### src/rtl/crc_pkg.sv
// crc_pkg: shared FSM states, verdict codes and CRC-16 byte arithmetic.
// Revision 1.0
`default_nettype none

package crc_pkg;

  typedef enum logic [2:0] {
    ST_IDLE    = 3'd0,
    ST_LEN     = 3'd1,
    ST_PAYLOAD = 3'd2,
    ST_CRC_H   = 3'd3,
    ST_CRC_L   = 3'd4
  } state_t;

  localparam logic [1:0] ERR_NONE    = 2'd0;
  localparam logic [1:0] ERR_CRC     = 2'd1;
  localparam logic [1:0] ERR_LEN     = 2'd2;
  localparam logic [1:0] ERR_TIMEOUT = 2'd3;

  localparam logic [15:0] DEF_CRC_POLY = 16'h1021;
  localparam logic [15:0] DEF_CRC_INIT = 16'h0000;

  // MSB-first, unreflected, no final XOR: one whole byte per call.
  function automatic logic [15:0] crc16_update(input logic [15:0] crc,
                                               input logic [7:0]  data,
                                               input logic [15:0] poly);
    logic [15:0] c;
    c = crc ^ {data, 8'h00};
    for (int i = 0; i < 8; i++) begin
      c = c[15] ? ({c[14:0], 1'b0} ^ poly) : {c[14:0], 1'b0};
    end
    return c;
  endfunction

endpackage

`default_nettype wire

### src/rtl/crc_frame_rx_if.sv
// crc_frame_rx_if: UART byte input plus payload/verdict/status outputs of the frame receiver.
// Revision 1.0
`default_nettype none

interface crc_frame_rx_if;
  logic [7:0]  rx_data;
  logic        rx_valid;
  logic [7:0]  pl_data;
  logic        pl_valid;
  logic        pl_first;
  logic        pl_last;
  logic        frame_done;
  logic        frame_ok;
  logic [1:0]  err_code;
  logic [15:0] good_cnt;
  logic [15:0] bad_cnt;

  modport master (
    output rx_data, rx_valid,
    input  pl_data, pl_valid, pl_first, pl_last,
    input  frame_done, frame_ok, err_code, good_cnt, bad_cnt
  );

  modport slave (
    input  rx_data, rx_valid,
    output pl_data, pl_valid, pl_first, pl_last,
    output frame_done, frame_ok, err_code, good_cnt, bad_cnt
  );
endinterface

`default_nettype wire

### src/rtl/crc16_byte_update.sv
// crc16_byte_update: registered CRC-16 state advanced one byte per enable, shared with the transmit generator.
// Revision 1.0
`default_nettype none

module crc16_byte_update
  import crc_pkg::*;
#(
  parameter logic [15:0] CRC_POLY = DEF_CRC_POLY,
  parameter logic [15:0] CRC_INIT = DEF_CRC_INIT
) (
  input  logic        clk,
  input  logic        reset,
  input  logic        clear,
  input  logic        enable,
  input  logic [7:0]  data,
  output logic [15:0] crc
);

  always_ff @(posedge clk) begin
    if (reset || clear) begin
      crc <= CRC_INIT;
    end else if (enable) begin
      crc <= crc16_update(crc, data, CRC_POLY);
    end
  end

endmodule

`default_nettype wire

### src/rtl/crc_frame_rx.sv
// crc_frame_rx: delimits SOF/LEN/payload/CRC frames, forwards payload, issues a CRC verdict per frame.
// Revision 1.0
`default_nettype none

module crc_frame_rx
  import crc_pkg::*;
#(
  parameter logic [7:0]  SOF_BYTE       = 8'h7E,
  parameter int          MAX_LEN        = 64,
  parameter logic [15:0] CRC_POLY       = DEF_CRC_POLY,
  parameter logic [15:0] CRC_INIT       = DEF_CRC_INIT,
  parameter int          TIMEOUT_CYCLES = 100000
) (
  input logic           clk,
  input logic           reset,
  crc_frame_rx_if.slave bus
);

  localparam int             TO_W      = $clog2(TIMEOUT_CYCLES + 1);
  localparam logic [TO_W-1:0] TO_LAST  = TO_W'(TIMEOUT_CYCLES - 1);
  localparam logic [7:0]     MAX_LEN_B = 8'(MAX_LEN);

  state_t          state;
  logic [7:0]      len;
  logic [7:0]      remain;
  logic [7:0]      crc_hi;
  logic [TO_W-1:0] idle_cnt;
  logic [15:0]     crc_value;
  logic [15:0]     good_cnt;
  logic [15:0]     bad_cnt;
  logic [7:0]      pl_data;
  logic            pl_valid;
  logic            pl_first;
  logic            pl_last;
  logic            frame_done;
  logic            frame_ok;
  logic [1:0]      err_code;

  logic            crc_clear;
  logic            crc_en;
  logic            len_bad;
  logic            verdict;
  logic [1:0]      verdict_err;

  assign crc_clear = bus.rx_valid && (state == ST_IDLE) && (bus.rx_data == SOF_BYTE);
  assign crc_en    = bus.rx_valid && (state == ST_PAYLOAD);
  assign len_bad   = (bus.rx_data == 8'd0) || (bus.rx_data > MAX_LEN_B);

  crc16_byte_update #(
    .CRC_POLY (CRC_POLY),
    .CRC_INIT (CRC_INIT)
  ) u_crc (
    .clk    (clk),
    .reset  (reset),
    .clear  (crc_clear),
    .enable (crc_en),
    .data   (bus.rx_data),
    .crc    (crc_value)
  );

  // An arriving byte always takes priority over an expiring timeout.
  always_comb begin
    verdict     = 1'b0;
    verdict_err = ERR_NONE;
    if (bus.rx_valid) begin
      if (state == ST_LEN && len_bad) begin
        verdict     = 1'b1;
        verdict_err = ERR_LEN;
      end else if (state == ST_CRC_L) begin
        verdict     = 1'b1;
        verdict_err = ({crc_hi, bus.rx_data} == crc_value) ? ERR_NONE : ERR_CRC;
      end
    end else if (state != ST_IDLE && idle_cnt == TO_LAST) begin
      verdict     = 1'b1;
      verdict_err = ERR_TIMEOUT;
    end
  end

  always_ff @(posedge clk) begin
    if (reset) begin
      state      <= ST_IDLE;
      len        <= '0;
      remain     <= '0;
      crc_hi     <= '0;
      idle_cnt   <= '0;
      pl_data    <= '0;
      pl_valid   <= 1'b0;
      pl_first   <= 1'b0;
      pl_last    <= 1'b0;
      frame_done <= 1'b0;
      frame_ok   <= 1'b0;
      err_code   <= ERR_NONE;
      good_cnt   <= '0;
      bad_cnt    <= '0;
    end else begin
      pl_valid   <= 1'b0;
      pl_first   <= 1'b0;
      pl_last    <= 1'b0;
      frame_done <= verdict;
      frame_ok   <= verdict && (verdict_err == ERR_NONE);
      err_code   <= verdict_err;

      if (verdict) begin
        if (verdict_err == ERR_NONE) begin
          if (good_cnt != 16'hFFFF) good_cnt <= good_cnt + 16'd1;
        end else begin
          if (bad_cnt != 16'hFFFF) bad_cnt <= bad_cnt + 16'd1;
        end
      end

      if (state == ST_IDLE || bus.rx_valid || verdict) begin
        idle_cnt <= '0;
      end else begin
        idle_cnt <= idle_cnt + 1'b1;
      end

      if (verdict && !bus.rx_valid) begin
        state <= ST_IDLE;
      end

      if (bus.rx_valid) begin
        case (state)
          ST_IDLE: begin
            if (bus.rx_data == SOF_BYTE) state <= ST_LEN;
          end
          ST_LEN: begin
            if (len_bad) begin
              state <= ST_IDLE;
            end else begin
              len    <= bus.rx_data;
              remain <= bus.rx_data;
              state  <= ST_PAYLOAD;
            end
          end
          ST_PAYLOAD: begin
            pl_data  <= bus.rx_data;
            pl_valid <= 1'b1;
            pl_first <= (remain == len);
            pl_last  <= (remain == 8'd1);
            remain   <= remain - 8'd1;
            if (remain == 8'd1) state <= ST_CRC_H;
          end
          ST_CRC_H: begin
            crc_hi <= bus.rx_data;
            state  <= ST_CRC_L;
          end
          ST_CRC_L: begin
            state <= ST_IDLE;
          end
          default: begin
            state <= ST_IDLE;
          end
        endcase
      end
    end
  end

  assign bus.pl_data    = pl_data;
  assign bus.pl_valid   = pl_valid;
  assign bus.pl_first   = pl_first;
  assign bus.pl_last    = pl_last;
  assign bus.frame_done = frame_done;
  assign bus.frame_ok   = frame_ok;
  assign bus.err_code   = err_code;
  assign bus.good_cnt   = good_cnt;
  assign bus.bad_cnt    = bad_cnt;

endmodule

`default_nettype wire

### src/flat_wrapper.sv
// flat-port wrapper written by rule: the top's interface ports become plain ports
module crc_frame_rx_flat import crc_pkg::*;
#(
  parameter logic [7:0]  SOF_BYTE       = 8'h7E,
  parameter int          MAX_LEN        = 64,
  parameter logic [15:0] CRC_POLY       = DEF_CRC_POLY,
  parameter logic [15:0] CRC_INIT       = DEF_CRC_INIT,
  parameter int          TIMEOUT_CYCLES = 100000
)
  (clk, reset, bus_rx_data, bus_rx_valid, bus_pl_data, bus_pl_valid, bus_pl_first, bus_pl_last, bus_frame_done, bus_frame_ok, bus_err_code, bus_good_cnt, bus_bad_cnt);
  crc_frame_rx_if bus_i ();
  input logic clk;
  input logic reset;
  input wire logic [$bits(bus_i.rx_data)-1:0] bus_rx_data;
  input wire logic [$bits(bus_i.rx_valid)-1:0] bus_rx_valid;
  output wire logic [$bits(bus_i.pl_data)-1:0] bus_pl_data;
  output wire logic [$bits(bus_i.pl_valid)-1:0] bus_pl_valid;
  output wire logic [$bits(bus_i.pl_first)-1:0] bus_pl_first;
  output wire logic [$bits(bus_i.pl_last)-1:0] bus_pl_last;
  output wire logic [$bits(bus_i.frame_done)-1:0] bus_frame_done;
  output wire logic [$bits(bus_i.frame_ok)-1:0] bus_frame_ok;
  output wire logic [$bits(bus_i.err_code)-1:0] bus_err_code;
  output wire logic [$bits(bus_i.good_cnt)-1:0] bus_good_cnt;
  output wire logic [$bits(bus_i.bad_cnt)-1:0] bus_bad_cnt;
  assign bus_i.rx_data = bus_rx_data;
  assign bus_i.rx_valid = bus_rx_valid;
  assign bus_pl_data = bus_i.pl_data;
  assign bus_pl_valid = bus_i.pl_valid;
  assign bus_pl_first = bus_i.pl_first;
  assign bus_pl_last = bus_i.pl_last;
  assign bus_frame_done = bus_i.frame_done;
  assign bus_frame_ok = bus_i.frame_ok;
  assign bus_err_code = bus_i.err_code;
  assign bus_good_cnt = bus_i.good_cnt;
  assign bus_bad_cnt = bus_i.bad_cnt;
  crc_frame_rx #(.SOF_BYTE(SOF_BYTE), .MAX_LEN(MAX_LEN), .CRC_POLY(CRC_POLY), .CRC_INIT(CRC_INIT), .TIMEOUT_CYCLES(TIMEOUT_CYCLES)) u_core (.clk(clk), .reset(reset), .bus(bus_i));
endmodule
### config.mk
export PLATFORM = sky130hd
export DESIGN_NAME = crc_frame_rx_flat
export DESIGN_NICKNAME = d
export VERILOG_FILES = /design/src/rtl/crc_pkg.sv /design/src/rtl/crc_frame_rx_if.sv /design/src/rtl/crc16_byte_update.sv /design/src/rtl/crc_frame_rx.sv /design/src/flat_wrapper.sv
export SDC_FILE = /design/constraint.sdc
export NUM_CORES = 1
export LEC_CHECK = 0
export ABC_AREA = 1
export BUFFER_PORTS_ARGS = -buffer_cell sky130_fd_sc_hd__buf_2
export CAP_MARGIN = 20
export CORE_UTILIZATION = 58
export DETAILED_ROUTE_END_ITERATION = 12
export PLACE_DENSITY = 0.85
export SYNTH_ARGS = -nofsm -noshare
export SYNTH_HDL_FRONTEND = slang
export SYNTH_SLANG_ARGS = --single-unit
### constraint.sdc
create_clock -name clk -period 4.2 [get_ports clk]
set_input_delay 0 -clock clk [delete_from_list [all_inputs] [get_ports clk]]
set_output_delay 0 -clock clk [all_outputs]
set_load 0.005 [all_outputs]
After elaboration in Yosys (flattened, before gate mapping)
Cells that the tools add are included.
Widths: inputs -> output; s select.
Word-level totals
  bits in registers: 107
  bits of input ports: 11
  output and inout port bits: 47
  logic and storage cells: 97
Cells by class
  add/sub/neg operators: 4
  magnitude comparators: 1
  equal/unequal tests: 12
  mux-type cells: 26
  bitwise logic cells: 13
  reductions and logical operators: 26
Operators with widths (count)
  $mux 13: 8
  $add 16x1->16 const B: 2
  $ne 16x16->1 const B: 2
  $not 3->3: 8
  $add 17x1->17 const B: 1
  $eq 17x17->1 const B: 1
  $eq 16x16->1: 1
  $pmux 8 s2: 1
  $xor 16x16->16: 1
  $mux 3: 4
  $pmux 3 s4: 1
  $reduce_and 3->1: 4
  $mux 2: 5
  $eq 8x1->1 const B: 1
  $eq 8x7->1 const B: 1
  $eq 8x8->1: 1
  $gt 8x7->1 const B: 1
  $logic_not 8->1: 1
  $mux 8: 1
  $sub 8x1->8 const B: 1
  $logic_and 1x1->1: 7
  $eq 3x2->1 const B: 2
  $mux 1: 6
  $logic_or 1x1->1: 4
  other kinds (12): 17

Longest topological paths before layout
Gate-level depths: netlist of the first run.
  word-level depth: 17
  depth in mapped cells: 16
  mapped depth without buffers: 15

Modules after synthesis
From an unflattened synthesis of the first run, not the netlist that was laid out.
Second synthesis, totals
  cells, all modules: 893
  area, all modules: 5848.1 um^2
Modules (own cells, without submodules)
  crc_frame_rx: instances 1, cells an instance 705, area each 4732.0 um^2, seq. area each 1821.7 um^2
  crc16_byte_update: instances 1, cells an instance 188, area each 1116.1 um^2, seq. area each 320.3 um^2

Worst setup path before layout of the first run
No wires, ideal clock.
  path kind: register to register
  from: register u_core.bad_cnt[0] (netlist: u_core.bus.bad_cnt[0])
  to: register u_core.bad_cnt[12] (netlist: u_core.bus.bad_cnt[12])
  data arrival time: 1576 ps
  required time: 4069 ps
  setup slack: 2493 ps
  stages on the path, launching flop included: 10
  buffers on the path: 1
  cell sequence: dfxtp_1 ha_1 nand3_1 nor2_2 nand2_1 nor2_1 nand4_1 buf_2 nand3_1 a21oi_2
On the way
  longest elaborated chain between the ends: 2
Ends and longest elaborated chain
  from (decl): line crc_frame_rx.sv:30  | logic [15:0] bad_cnt;
  from (signal assigned): line crc_frame_rx.sv:107  | if (bad_cnt != 16'hFFFF) bad_cnt <= bad_cnt + 16'd1;
  parallel branches: the longest is 2 deep, another holds $add 16x1->16
Several ways; the timed one is not identified.
A chain may end at the register's enable or synchronous reset.

Worst setup path in the final report of the first run
  from: register u_core.bad_cnt[0] (netlist: u_core.bus.bad_cnt[0])
  to: register u_core.bad_cnt[0] (netlist: u_core.bus.bad_cnt[0])
Same word-level chain as after synthesis.

==> results of run 1 <==
flip-flops by register name, indices dropped and copies added, names as in the netlist:
register,cells
u_core.bus.good_cnt,16
u_core.bus.frame_ok,1
u_core.bus.pl_data,8
u_core.bus.frame_done,1
u_core.u_crc.crc,16
u_core.bus.bad_cnt,16
u_core.bus.pl_first,1
u_core.idle_cnt,17
u_core.bus.pl_last,1
u_core.remain,8
u_core.state,3
u_core.len,8
u_core.bus.pl_valid,1
u_core.bus.err_code,2
u_core.crc_hi,8
worst reg2reg max path, stage by stage, from the launching register on:
cell     delay [ns]
dfxtp_1        0.44
ha_1           0.28
nand3_1        0.18
nor2_2         0.18
nand2_1        0.07
nor2_1         0.09
nand4_1        0.44
nand2_4        0.39
inv_2          0.11
nand2_1        0.07
nand2_1        0.05
nor2_1         0.11
routing by layer:
metal / vias up / track usage [%]
met5: - / 0
met4: 0 / 9.81
met3: 22 / 6.83
met2: 163 / 43.4
met1: 2510 / 35.6
li1: 2819 / -
layout by cell type, fill, tap and decap left out, types with 4 or more instances in the layout:
cell type	netlist	layout
nand2_1	203	203
dfxtp_1	107	107
nor2_1	97	97
inv_1	93	93
a21oi_1	78	78
buf_2	7	57
o21ai_0	55	55
nand3_1	44	44
xor2_1	39	39
nand4_1	21	21
xnor2_1	21	21
nor3_1	18	18
clkbuf_8	0	10
inv_2	9	9
a31oi_1	6	6
dlygate4sd3_1	0	6
ha_1	5	5
nand2_2	4	4
logic make-up (layout without fill, tap and decap cells):
family | Yosys count | count (layout) | synth area share, %
AND/OR/NAND/NOR | 408 | 408 | 31.0
AO/OA/AOI/OAI | 140 | 140 | 12.3
buffers and inverters | 131 | 186 | 9.41
flip-flops | 107 | 107 | 37.1
XOR/XNOR | 60 | 60 | 9.10
adder cells (fa/ha/maj) | 5 | 5 | 1.08
path summary, 6_finish.rpt:
| check | start | to | cells after the start |
|---|---|---|---|
| setup / recovery | u_core.bus.bad_cnt[0] | u_core.bus.bad_cnt[0] | 11 |
| hold / removal | bus_rx_data[4] | u_core.crc_hi[4] | 3 |
| setup reg to reg | u_core.bus.bad_cnt[0] | u_core.bus.bad_cnt[0] | 11 |
| hold reg to reg | u_core.idle_cnt[0] | u_core.idle_cnt[0] | 1 |
power by group:
part	switching (uW)	total (uW)	internal, uW	leakage [uW]
logic	54.7	79.5	24.8	0.00177
registers	0.339	1010	1010	0.000861
clock network	348	697	349	0.000102
total	403	1790	1390	0.00274
metrics by stage:
| stage | util [%] | cell area [sq um] | worst slack (ns) |
|---|---|---|---|
| 2_1_floorplan | - | 5770 | 2.49 |
| 3_3_place_gp | 62.6 | 6090 | 1.96 |
| 3_5_place_dp | 62.6 | 6090 | 1.81 |
| 4_1_cts | 65.4 | 6360 | 1.78 |
| 5_1_grt | 65.6 | 6380 | 1.47 |
| 6_report | 65.6 | 6380 | 1.73 |
layout make-up:
cell class / instances / area [sq um]
timing repair buffer: 66 / 368
inverter: 105 / 399
multi-input combinational: 613 / 3090
clock inverter: 4 / 75.1
sequential: 107 / 2140
tap: 133 / 166
clock buffer: 11 / 141
fill: 883 / 3350
==> metrics, run 1 <==
critical path class register to register; Core Rows 36; metal3 WL 767 microns; Port Buf Inserts 57; Critical Path AT 2.79 ns; CTS tree yes; min-delay worst type input pin to register; largest stage delay on the critical path approximately 0.44 ns; sequential area share after synthesis between 30% and 40%; Syn Inst Count 851; Metal-1 WL 6.06 mm; Top delay family on crit path simple AND/OR/NAND/NOR gates; Synth Cell Area 0.00577 sq mm; post-DR wirelength/cell 12.7 microns; CP most frequent cell nand2_1; final period utilization 58.8%; via count between 5k and 6k; clk sink count 107; top-area cell type share of the netlist area 37.1%; number of DRC markers in iteration 0 369; HPWL after DPL ~9 mm; DRC viols 0; Placer Congestion ~0.95; met2 WL post-DR 6.17 mm; WL final 13.2 mm; Initial Util 59.3%; commonest cells in the synthesized netlist nand2_1 (203), dfxtp_1 (107), nor2_1 (97), inv_1 (93), a21oi_1 (78); die area 0.0104 sq mm; initial antenna violation count 0; Root Buffer clkbuf_8; Final min period around 2.5 ns; Area growth syn-to-layout 10.5%; Core Box Area 0.00973 sq mm; Top Layer Used met4; final setup TNS 0 ns; crit-path cells ha_1, nand3_1, nor2_2, nand2_1, nor2_1, nand4_1, nand2_4, inv_2, nand2_1, nand2_1, nor2_1; Final nets approximately 920; GR Util All Layers 27.2%; ant diodes 0; Post-CTS Resized 0; crit-path max FO 16; Crit path required time roughly 4.5 ns; Die X-Extent slightly above 100 microns; relative slew slack 31.2%; Worst-Skew Late Latency 0.39 ns; Worst Setup Start Kind register; Fmax achieved 405 MHz; Post-Syn Nets 867; Synth area leader dfxtp_1; Final Total Pwr 1790 uW; RSZ-0062 raised after global routing false; layout cells sized above 1 between 10% and 20%; ys async rst share 0%; die height 102 microns; vias in the first global route 4871; Via density 5.31; Worst-path clk slew 0.09 ns; Slew @ Worst Pin 1.03 ns; Critical-path top delay cell dfxtp_1; first-pass detailed-route iteration total 7; htree depth 3; Num CTS Buffers 9; IO Count 58; cell count after placement 1016; P per Cell Area 281 mW/mm^2; Synth Warn # 0; Post-DRT Antenna Nets 0; Clock Skew 0.0147 ns; Final Non-Filler Cells 1039; Clock Path Buffers 2; r2r setup slk between 1.5 and 2 ns; Top FF cell, synth dfxtp_1; Post-synth EDFFs 0; grt ovf 0; Hold WS approximately 0.019 ns; CTS Hold Bufs 6; Synth area leaders dfxtp_1 (37%), nand2_1 (13%), a21oi_1 (6.8%); Crit. End Element register; Max Cap Viol 0; Cell variety after synth 33; Mean Syn Cell Area 6.78 sq um; Seq cells post-synth 107; fin. max-slew vios 0; # setup viols final 0; status completed; Fin. Hold Viols 0; Max IR drop VDD approximately 0.27 mV; pin count of the biggest net entering global routing 41; leakage power 0.00274 uW; most frequent cell after synthesis nand2_1; first-pass GRT wire length 22.2 mm; setup bufs post-CTS 0; CP bufs+invs 1
Power figures use the tool's default switching activity.
==> run 2, diff against run 1 <==
ABC_AREA = 0   (was 1)
clock period = 2.5 ns   (was 4.2 ns; I/O delays follow)
==> run 2 against run 1 <==
Compared with the run above:
- hold slack better by 0.073 ns
- wire length is 11% lower
- worst setup slack worse by 1.6 ns
- register-to-register slack worse by 1.6 ns
- highest routed layer unchanged
- synthesized area is 11% lower
- die area is 10% lower
==> metrics, run 2 <==
Mean Syn Cell Area 8.24 sq um (+21%); Final nets 690 (-25%); status completed; first-pass GRT wire length 19.3 mm (-13%); fin. max-slew vios 0 (unchanged); Slew @ Worst Pin 0.769 ns (-0.262 ns); Worst-Skew Late Latency 0.39 ns (about the same); # setup viols final 0 (unchanged); Post-CTS Resized 0 (unchanged); final period utilization 93.9%; filler cell count in the final layout 694 (-21%); Area growth syn-to-layout 11.7%; relative slew slack 48.4% (+17 points); sequential area share after synthesis 41.5% (+4.4 points); Post-synth EDFFs 0 (unchanged); via count 4680 (-15%); initial antenna violation count 0 (unchanged); die area 0.00928 sq mm (-10%); Num CTS Buffers 9 (unchanged); Fmax achieved 426 MHz; worst setup path end u_core.bus.bad_cnt[14]; Crit. End Element register; Max IR drop VDD 0.639 mV (+140%); Final min period 2.35 ns; Core Box Area 0.00868 sq mm (-11%); HPWL after DPL 8.30 mm (-8.8%); Core Rows 34 (-5.6%); critical path class input pin to register; Placer Congestion 0.879 (-7.4%); WL final 11.8 mm (-11%); vias in the first global route 4342 (-11%); Fin. Hold Viols 0 (unchanged); IO Count 58 (unchanged); number of DRC markers in iteration 0 357 (-3.3%); commonest cells in the synthesized netlist dfxtp_1 (107), nor2_1 (84), nand2_1 (75), a21oi_1 (49), xor2_1 (45); Synth area leaders dfxtp_1 (41%), xor2_1 (7.6%), nor2_1 (6.1%); ys async rst share 0% (unchanged); final setup TNS 0 ns (unchanged); Synth Warn # 0 (unchanged); GR Util All Layers 26.7% (-0.46 points); clk sink count 107 (unchanged); most frequent cells in the layout dfxtp_1 (107), nor2_1 (84), nand2_1 (75); first-pass detailed-route iteration total 5 (-2); Core Util, Final 66.5% (+0.91 points); Post-DRT Antenna Nets 0 (unchanged); Critical Path AT 2.63 ns (-0.16 ns); Reg2Reg Depth 7 (-4); r2r setup slk 0.16 ns (-1.57 ns); Seq cells post-synth 107 (unchanged); RSZ-0062 raised after global routing false; htree depth 3 (unchanged); Clock Path Buffers 2 (unchanged); Worst-path clk slew 0.12 ns (+0.03 ns); Cell variety after synth 53 (+61%); most frequent cell after synthesis dfxtp_1; Synth Cell Area 0.00516 sq mm (-11%); Crit path required time 2.78 ns (-1.74 ns); Syn Inst Count 627 (-26%); crit-path max FO 19 (+3); Via density 5.95 (+12%); setup bufs post-CTS 0 (unchanged); leakage power 0.00216 uW (-21%); P per Cell Area 509 mW/mm^2 (+81%); Hold WS 0.0923 ns (+0.0729 ns); ant diodes 0 (unchanged); Synth area leader dfxtp_1; top-area cell type share of the netlist area 41.5% (+4.4 points); Top FF cell, synth dfxtp_1; CTS tree yes; layout cells sized above 1 13.3% (+1.3 points); pin count of the biggest net entering global routing 30 (-27%); Port Buf Inserts 57 (unchanged); largest register by flop count u_core.idle_cnt; RR Startpoint u_core.u_crc.crc[7]; end of the worst register-to-register path u_core.bus.bad_cnt[14]; min-delay worst type input pin to register; grt ovf 0 (unchanged); Root Buffer clkbuf_8; Clock Skew 0.0200 ns (+0.00530 ns); Post-Syn Nets 643 (-26%); hold_sp reset; Max Cap Viol 0 (unchanged); Initial Util 59.5% (+0.16 points); crit path from bus_rx_data[7]; DRC viols 0 (unchanged); Worst Setup Start Kind input pin; post-DR wirelength/cell 15.0 microns (+17%); commonest non-fill, non-tap cell in the layout dfxtp_1; die height 96.4 microns (-5.3%); Die X-Extent 96.4 microns (-5.3%); max reg flops 17 (unchanged)
[run 2: cell types whose count changed in the layout (fill, tap and decap cells not counted), sizes merged, moves of 7 or more]
cell / before / now
nor2: 102 / 84
mux2i: 0 / 10
nor4: 2 / 11
a211oi: 0 / 7
nand3: 47 / 30
inv: 103 / 13
o21ai: 55 / 21
and3: 0 / 9
or3: 0 / 12
a21oi: 79 / 49
nand2: 209 / 76
[run 2: per-layer routing]
layer	wire length [microns]	vias up	track usage, %	share of wire, %
met4	211	0	10.7	1.8
li1	-	2267	-	-
met3	688	21	4.98	5.8
met1	5080	2231	31.4	43
met2	5790	161	47.8	49
met5	0	-	0	0
[run 2: layout make-up]
| type | instances | area, sq um | area share (%) |
|---|---|---|---|
| Inverter | 9 | 33.8 | 0.586 |
| Sequential cell | 107 | 2140 | 37.1 |
| Clock buffer | 9 | 124 | 2.15 |
| Multi-Input combinational cell | 472 | 2810 | 48.7 |
| Tap cell | 108 | 135 | 2.34 |
| Timing Repair Buffer | 75 | 443 | 7.68 |
| Clock inverter | 7 | 80.1 | 1.39 |
[run 2: kinds of logic after synthesis]
logic type,after synthesis,share of synthesized area (%)
and+or+nand+nor,281,26.4
DFF,107,41.5
AOI/OAI and AO/OA,102,12.0
xor gates and xnor gates,71,12.0
buffers and inverters,48,4.19
muxes,13,2.59
adders and majority gates,5,1.21
[run 2: how the worst min path moves through the flow]
stage | to | depth (start not counted)
2_1_floorplan | bus_err_code[0] | 0
4_1_cts | u_core.bus.err_code[0] | 2
3_5_place_dp | u_core.bus.pl_data[5] | 3
5_1_grt | u_core.bus.err_code[0] | 2
3_3_place_gp | u_core.bus.pl_data[5] | 3
6_report | u_core.bus.err_code[0] | 2
[run 2: power breakdown]
group	leakage, uW	total [uW]	internal [uW]	switching, uW
Combinational	0.00119	132	45.7	86.7
Clock	0.000103	1100	479	622
Sequential	0.000861	1700	1700	0.209
Total	0.00216	2940	2230	709
[run 2: what timing repair did]
action | 4_1_cts | 5_1_grt
endpoints found under the hold margin | 16 | 0
hold buffers | 9 | 0
endpoints found under the setup margin | 0 | 0
[run 2: critical path, cell delays in order]
cell and delay [ns]:
dlygate4sd3_1 0.53, buf_2 0.20, xor2_1 0.16, nor4_1 0.38, nand4_1 0.29, a211oi_4 0.50, buf_4 0.30, o31ai_1 0.12
o311a_1 0.14
[run 2: per-stage QoR]
step / power [uW] / area [sq um] / instances / worst slack (ns)
after CTS: 2950 / 5770 / 787 / 0.206
after global placement: 1860 / 5480 / 762 / 0.319
after detailed placement: 1860 / 5480 / 762 / 0.229
final: 2940 / 5770 / 787 / 0.151
after floorplan: 1840 / 5160 / 627 / 0.557
after global routing: 3040 / 5770 / 787 / 0.0603
